`config.mk`:
```
export PLATFORM = sky130hd
export DESIGN_NAME = reg_bus_seq
export DESIGN_NICKNAME = d
export VERILOG_FILES = /design/src/rtl/reg_bus_pkg.sv /design/src/rtl/reg_sel_dec.sv /design/src/rtl/reg_bus_seq.sv
export SDC_FILE = /design/constraint.sdc
export NUM_CORES = 1
export LEC_CHECK = 0
export ABC_AREA = 1
export ABC_CLOCK_PERIOD_IN_PS = 1300
export BUFFER_PORTS_ARGS = -buffer_cell sky130_fd_sc_hd__buf_2
export CORE_MARGIN = 5
export CORE_UTILIZATION = 47
export DETAILED_ROUTE_END_ITERATION = 8
export PLACE_DENSITY_LB_ADDON = 0.12
export SLEW_MARGIN = 20
export SYNTH_ARGS = -nofsm -noshare
export SYNTH_HDL_FRONTEND = slang
export SYNTH_SLANG_ARGS = --single-unit
```
`constraint.sdc`:
```
create_clock -name clk -period 1.3 [get_ports clk]
set_input_delay 0.065 -clock clk [delete_from_list [all_inputs] [get_ports clk]]
set_output_delay 0.065 -clock clk [all_outputs]
set_load 0.05 [all_outputs]
```
`src/rtl/reg_bus_pkg.sv`:
```
// Shared types and default sizing for the register-bus sequencer.
// REG_BUS_BCAST_EN (optional) adds broadcast writes; see reg_bus_seq.
package reg_bus_pkg;

  localparam int STATE_W        = 3;
  localparam int DEFAULT_WIDTH  = 16;
  localparam int DEFAULT_NREGS  = 8;
  localparam int DEFAULT_ADDR_W = 3;

  typedef enum logic [STATE_W-1:0] {
    IDLE   = 3'd0,
    SETUP  = 3'd1,
    STROBE = 3'd2,
    HOLD   = 3'd3,
    RESP   = 3'd4
  } state_e;

endpackage

```
`src/rtl/reg_sel_dec.sv`:
```
// Address to active-low one-hot select decoder with range check.
// With REG_BUS_BCAST_EN defined, a broadcast write selects every register.
module reg_sel_dec
  import reg_bus_pkg::*;
#(
  parameter int NREGS  = DEFAULT_NREGS,
  parameter int ADDR_W = DEFAULT_ADDR_W
) (
  input  logic              en,
`ifdef REG_BUS_BCAST_EN
  input  logic              write,
  input  logic              bcast,
`endif
  input  logic [ADDR_W-1:0] addr,
  output logic [NREGS-1:0]  sel_n,
  output logic              err
);

  localparam logic [ADDR_W:0] NREGS_CMP = (ADDR_W+1)'(NREGS);

  logic bcast_wr;

  always_comb begin
    bcast_wr = 1'b0;
    err      = !({1'b0, addr} < NREGS_CMP);
`ifdef REG_BUS_BCAST_EN
    // A broadcast read has no single source on the shared read bus.
    if (bcast) begin
      bcast_wr = write;
      err      = !write;
    end
`endif
    sel_n = '1;
    for (int i = 0; i < NREGS; i++) begin
      if (en && !err && (bcast_wr || addr == ADDR_W'(i))) begin
        sel_n[i] = 1'b0;
      end
    end
  end

endmodule

```
`src/rtl/reg_bus_seq.sv`:
```
// Request/response sequencer generating sel_n/we_n strobes for the register bank.
// Optional macro REG_BUS_BCAST_EN adds req_bcast for broadcast writes.
//
// state  | meaning
// IDLE   | req_ready=1, waiting for a request
// SETUP  | select asserted, write data on the bus
// STROBE | select held; we_n low for valid writes, read data sampled on exit
// HOLD   | all strobes released, bus turnaround
// RESP   | rsp_valid=1 until rsp_ready
module reg_bus_seq
  import reg_bus_pkg::*;
#(
  parameter int WIDTH  = DEFAULT_WIDTH,
  parameter int NREGS  = DEFAULT_NREGS,
  parameter int ADDR_W = DEFAULT_ADDR_W
) (
  input  logic              clk,
  input  logic              rstn,
  input  logic              req_valid,
  output logic              req_ready,
  input  logic              req_write,
`ifdef REG_BUS_BCAST_EN
  input  logic              req_bcast,
`endif
  input  logic [ADDR_W-1:0] req_addr,
  input  logic [WIDTH-1:0]  req_wdata,
  output logic              rsp_valid,
  input  logic              rsp_ready,
  output logic [WIDTH-1:0]  rsp_rdata,
  output logic              rsp_err,
  output logic [NREGS-1:0]  sel_n,
  output logic              we_n,
  output logic [WIDTH-1:0]  wr_data,
  input  logic [WIDTH-1:0]  rd_data
);

  state_e              state_q, state_d;
  logic                req_ready_q;
  logic                write_q, write_d;
  logic [ADDR_W-1:0]   addr_q, addr_d;
  logic [WIDTH-1:0]    wr_data_q, wr_data_d;
  logic [NREGS-1:0]    sel_n_q;
  logic                we_n_q;
  logic                rsp_valid_q;
  logic [WIDTH-1:0]    rsp_rdata_q;
  logic                rsp_err_q;
  logic                accept;
  logic                sel_en;
  logic [NREGS-1:0]    dec_sel_n;
  logic                dec_err;
`ifdef REG_BUS_BCAST_EN
  logic                bcast_q, bcast_d;
`endif

  always_comb begin
    state_d   = state_q;
    accept    = req_valid && req_ready_q && (state_q == IDLE);
    write_d   = write_q;
    addr_d    = addr_q;
    wr_data_d = wr_data_q;
`ifdef REG_BUS_BCAST_EN
    bcast_d   = bcast_q;
`endif
    if (accept) begin
      write_d   = req_write;
      addr_d    = req_addr;
      wr_data_d = req_wdata;
`ifdef REG_BUS_BCAST_EN
      bcast_d   = req_bcast;
`endif
    end
    case (state_q)
      IDLE:    if (accept) state_d = SETUP;
      SETUP:   state_d = STROBE;
      STROBE:  state_d = HOLD;
      HOLD:    state_d = RESP;
      RESP:    if (rsp_ready) state_d = IDLE;
      default: state_d = IDLE;
    endcase
  end

  // Decode against next-state values so every strobe output can be registered.
  assign sel_en = (state_d == SETUP) || (state_d == STROBE);

  reg_sel_dec #(
    .NREGS  (NREGS),
    .ADDR_W (ADDR_W)
  ) u_dec (
    .en    (sel_en),
`ifdef REG_BUS_BCAST_EN
    .write (write_d),
    .bcast (bcast_d),
`endif
    .addr  (addr_d),
    .sel_n (dec_sel_n),
    .err   (dec_err)
  );

  always_ff @(posedge clk or negedge rstn) begin
    if (!rstn) begin
      state_q     <= IDLE;
      req_ready_q <= 1'b0;
      write_q     <= 1'b0;
      addr_q      <= '0;
      wr_data_q   <= '0;
      sel_n_q     <= '1;
      we_n_q      <= 1'b1;
      rsp_valid_q <= 1'b0;
      rsp_rdata_q <= '0;
      rsp_err_q   <= 1'b0;
    end else begin
      state_q     <= state_d;
      req_ready_q <= (state_d == IDLE);
      write_q     <= write_d;
      addr_q      <= addr_d;
      wr_data_q   <= wr_data_d;
      sel_n_q     <= dec_sel_n;
      we_n_q      <= !((state_d == STROBE) && write_d && !dec_err);
      rsp_valid_q <= (state_d == RESP);
      if (state_q == STROBE) begin
        rsp_err_q   <= dec_err;
        rsp_rdata_q <= (!write_q && !dec_err) ? rd_data : '0;
      end
    end
  end

`ifdef REG_BUS_BCAST_EN
  always_ff @(posedge clk or negedge rstn) begin
    if (!rstn) bcast_q <= 1'b0;
    else       bcast_q <= bcast_d;
  end
`endif

  assign req_ready = req_ready_q;
  assign sel_n     = sel_n_q;
  assign we_n      = we_n_q;
  assign wr_data   = wr_data_q;
  assign rsp_valid = rsp_valid_q;
  assign rsp_rdata = rsp_rdata_q;
  assign rsp_err   = rsp_err_q;

endmodule

```
==> results.toml <==
[synthesis]
synth_seq_cells = 50
syn_inst = 208
syn_nets = 248
yosys_warnings = 0
syn_area_sq_um = 1990
synth_area_per_cell_sq_um = 9.56
ys_seq_area_share_pct = 63.5
synth.distinct_cells = 22

[cts]
clk_pin_slew_worst_paths_ns = 0.09
clockRootBuffer = "clkbuf_8"
cts.sinks = 50
clock_latency_ns = 0.29
htreeDepth = 2
cts_tree = "yes"
cts_inserted_buffers = 5
clockBufferDepth = 2

[final_layout]
nets = 342
final_common_cell = "buf_2"
nFillCells = 348
seq_area_sq_um = 1260
drive_gt1_share_pct = 39.9
n_antenna_cell = 0
multiInputGateArea_sq_um = 589
layout_common_cells = "82 x buf_2, 63 x nand2_1, 39 x dfrtp_1, 32 x o21ai_0, 25 x inv_1"
final_area_sq_um = 2660
area_delta_synth_final_pct = 33.6

[worst_setup_path]
r2r_end = "sel_n[7]$_DFF_PN1_"
crit_path_start_kind = "flop"
cp.required_ns = 1.51
r2r_start = "state_q[1]$_DFF_PN0_"
endpoint_kind = "flop"
r2r_cells = 5
arrival_ns = 1.43
reg2reg_slack_ns = 0.08
worstPathMaxFanout = 5
crit_type = "reg2reg"

[timing]
finClkSkew_ns = 0.00508
period_share_pct = 94.1
slew_viol_final = 0
setup_viol = 0
finalHoldViolCount = 0
fin_crit_ns = 1.22
whs_ns = 0.00508
max_freq_mhz = 817

[min_path]
holdCritPathClass = "in2reg"
worstHoldStart = "req_wdata[5]"
whs_endpoint = "wr_data[5]$_DFFE_PN0P_"
whs_path_depth = 3

[die]
num_io_pins = 84
dieArea_sq_um = 5630
dieHeight_um = 75.0
num_rows = 23
die_w_um = 75.0
core_area_sq_um = 4060
start_util_pct = 49.0

[placement]
place_congestion = 0.766
place_hpwl_um = 3240
port_buffers = 82
dpl_cell_area_sq_um = 2490

[grt]
grt_pass1_vias = 1547
grt_pass1_wl_um = 6730
grt-ovfl-total = 0
grt_usage_pct = 15.5
antenna_found_initial = 0
grt_max_degree = 33

[route]
firstDrtPassIters = 4
vias = 1654
detail-route-antenna-nets = 0
via_per_inst = 4.69
wirelength_um = 4290
routedWlPerCell_um = 12.2
drc_errors = 0
dr.first_iter.drc_count = 74

[status]
status = "complete, no violations"

[power_and_ir_drop]
p_per_area_nw_per_um2 = 2890
leakagePower_nw = 1.45
peakVddDrop_mv = 1.37

[run]
cap_viol_max_count = 0
-- registers in the layout, summed over array words and instances, names as in the netlist --
signal and cells:
rsp_valid 1, wr_data 16, state_q 3, write_q 1, we_n 1, req_ready 1
sel_n 8, rsp_rdata 16, addr_q 3
-- layout make-up --
cell class | count | area share [%]
Clock inverter | 1 | 0.141
Multi-Input combinational cell | 123 | 22.2
Tap cell | 50 | 2.36
Sequential cell | 50 | 47.6
Inverter | 27 | 3.82
Clock buffer | 7 | 3.63
Timing Repair Buffer | 95 | 20.3
-- metrics by stage --
stage                     instances  total power, W  util (%)  worst slack (ns)  setup TNS [ns]
after floorplan                 208         0.00563         -            0.0123               0
after global placement          340         0.00660      61.4            0.0584               0
after detailed placement        340         0.00668      61.4           -0.0139         -0.0190
after CTS                       350         0.00764      64.4            0.0172               0
after global routing            353         0.00815      65.5          -0.00186        -0.00186
final                           353         0.00767      65.5            0.0768               0
-- cell usage after synthesis --
cell type	count	area share, %
nand2_1	64	12
dfrtp_1	41	52
o21ai_0	32	8.1
inv_1	26	4.9
nand4_1	12	3.8
dfstp_2	9	12
buf_2	5	1.3
clkbuf_1	2	0.38
nand2_2	2	0.63
nand3_1	2	0.50
nor2_1	2	0.38
a21oi_2	1	0.44
buf_4	1	0.38
buf_6	1	0.57
clkinv_1	1	0.19
conb_1	1	0.19
nand3_4	1	0.88
nand3b_1	1	0.38
nor2_4	1	0.57
nor3_1	1	0.25
o21ai_1	1	0.25
o21ai_2	1	0.44
-- per-layer routing --
metal	track usage (%)	vias to the layer above	share of wire [%]	routed length, um
met1	19.5	751	44	1870
met3	5.07	4	7.4	318
met2	26.0	53	48	2080
met5	0	-	0	0
met4	3.75	0	0.68	29
li1	-	846	-	-
-- critical path, stage by stage, from the launching register on --
cell and delay [ns]:
dfrtp_1 0.43, nor2_4 0.18, buf_4 0.16, nand4_1 0.12
nand2_2 0.14, nand4_1 0.11
-- logic make-up (layout without fill, tap and decap cells) --
| kind of cell | Yosys count | after routing | synth area share (%) |
|---|---|---|---|
| buffers and inverters | 36 | 130 | 7.68 |
| AOI/OAI and AO/OA | 35 | 35 | 9.19 |
| DFF | 50 | 50 | 63.5 |
| other | 1 | 1 | 0.189 |
| and+or+nand+nor | 86 | 87 | 19.4 |
-- worst max path at each step --
stage / depth (start not counted) / startpoint / end
final: 5 / state_q[1]$_DFF_PN0_ / sel_n[7]$_DFF_PN1_
after global routing: 4 / state_q[1]$_DFF_PN0_ / sel_n[1]$_DFF_PN1_
after CTS: 4 / state_q[0]$_DFF_PN0_ / sel_n[6]$_DFF_PN1_
after detailed placement: 4 / state_q[0]$_DFF_PN0_ / wr_data[3]$_DFFE_PN0P_
after global placement: 5 / state_q[0]$_DFF_PN0_ / wr_data[9]$_DFFE_PN0P_
after floorplan: 6 / req_ready$_DFF_PN0_ / sel_n[0]$_DFF_PN1_
-- power breakdown --
part / internal, W / leakage [nW] / switching, W
clock: 0.000478 / 0.0519 / 0.000466
sequential: 0.00224 / 0.621 / 0.000340
combinational: 0.000989 / 0.777 / 0.00317
total: 0.00370 / 1.45 / 0.00397
-- what timing repair did --
item                                    4_1_cts  5_1_grt
buffers inserted                              0        2
cloned                                        0        1
hold buffers                                  2        0
endpoints found under the setup margin       12       24
pin swaps                                     0        3
resized for setup                             1        6
hold endpoints to repair                     37        0
No activity file was read; power rests on OpenSTA's default activity.
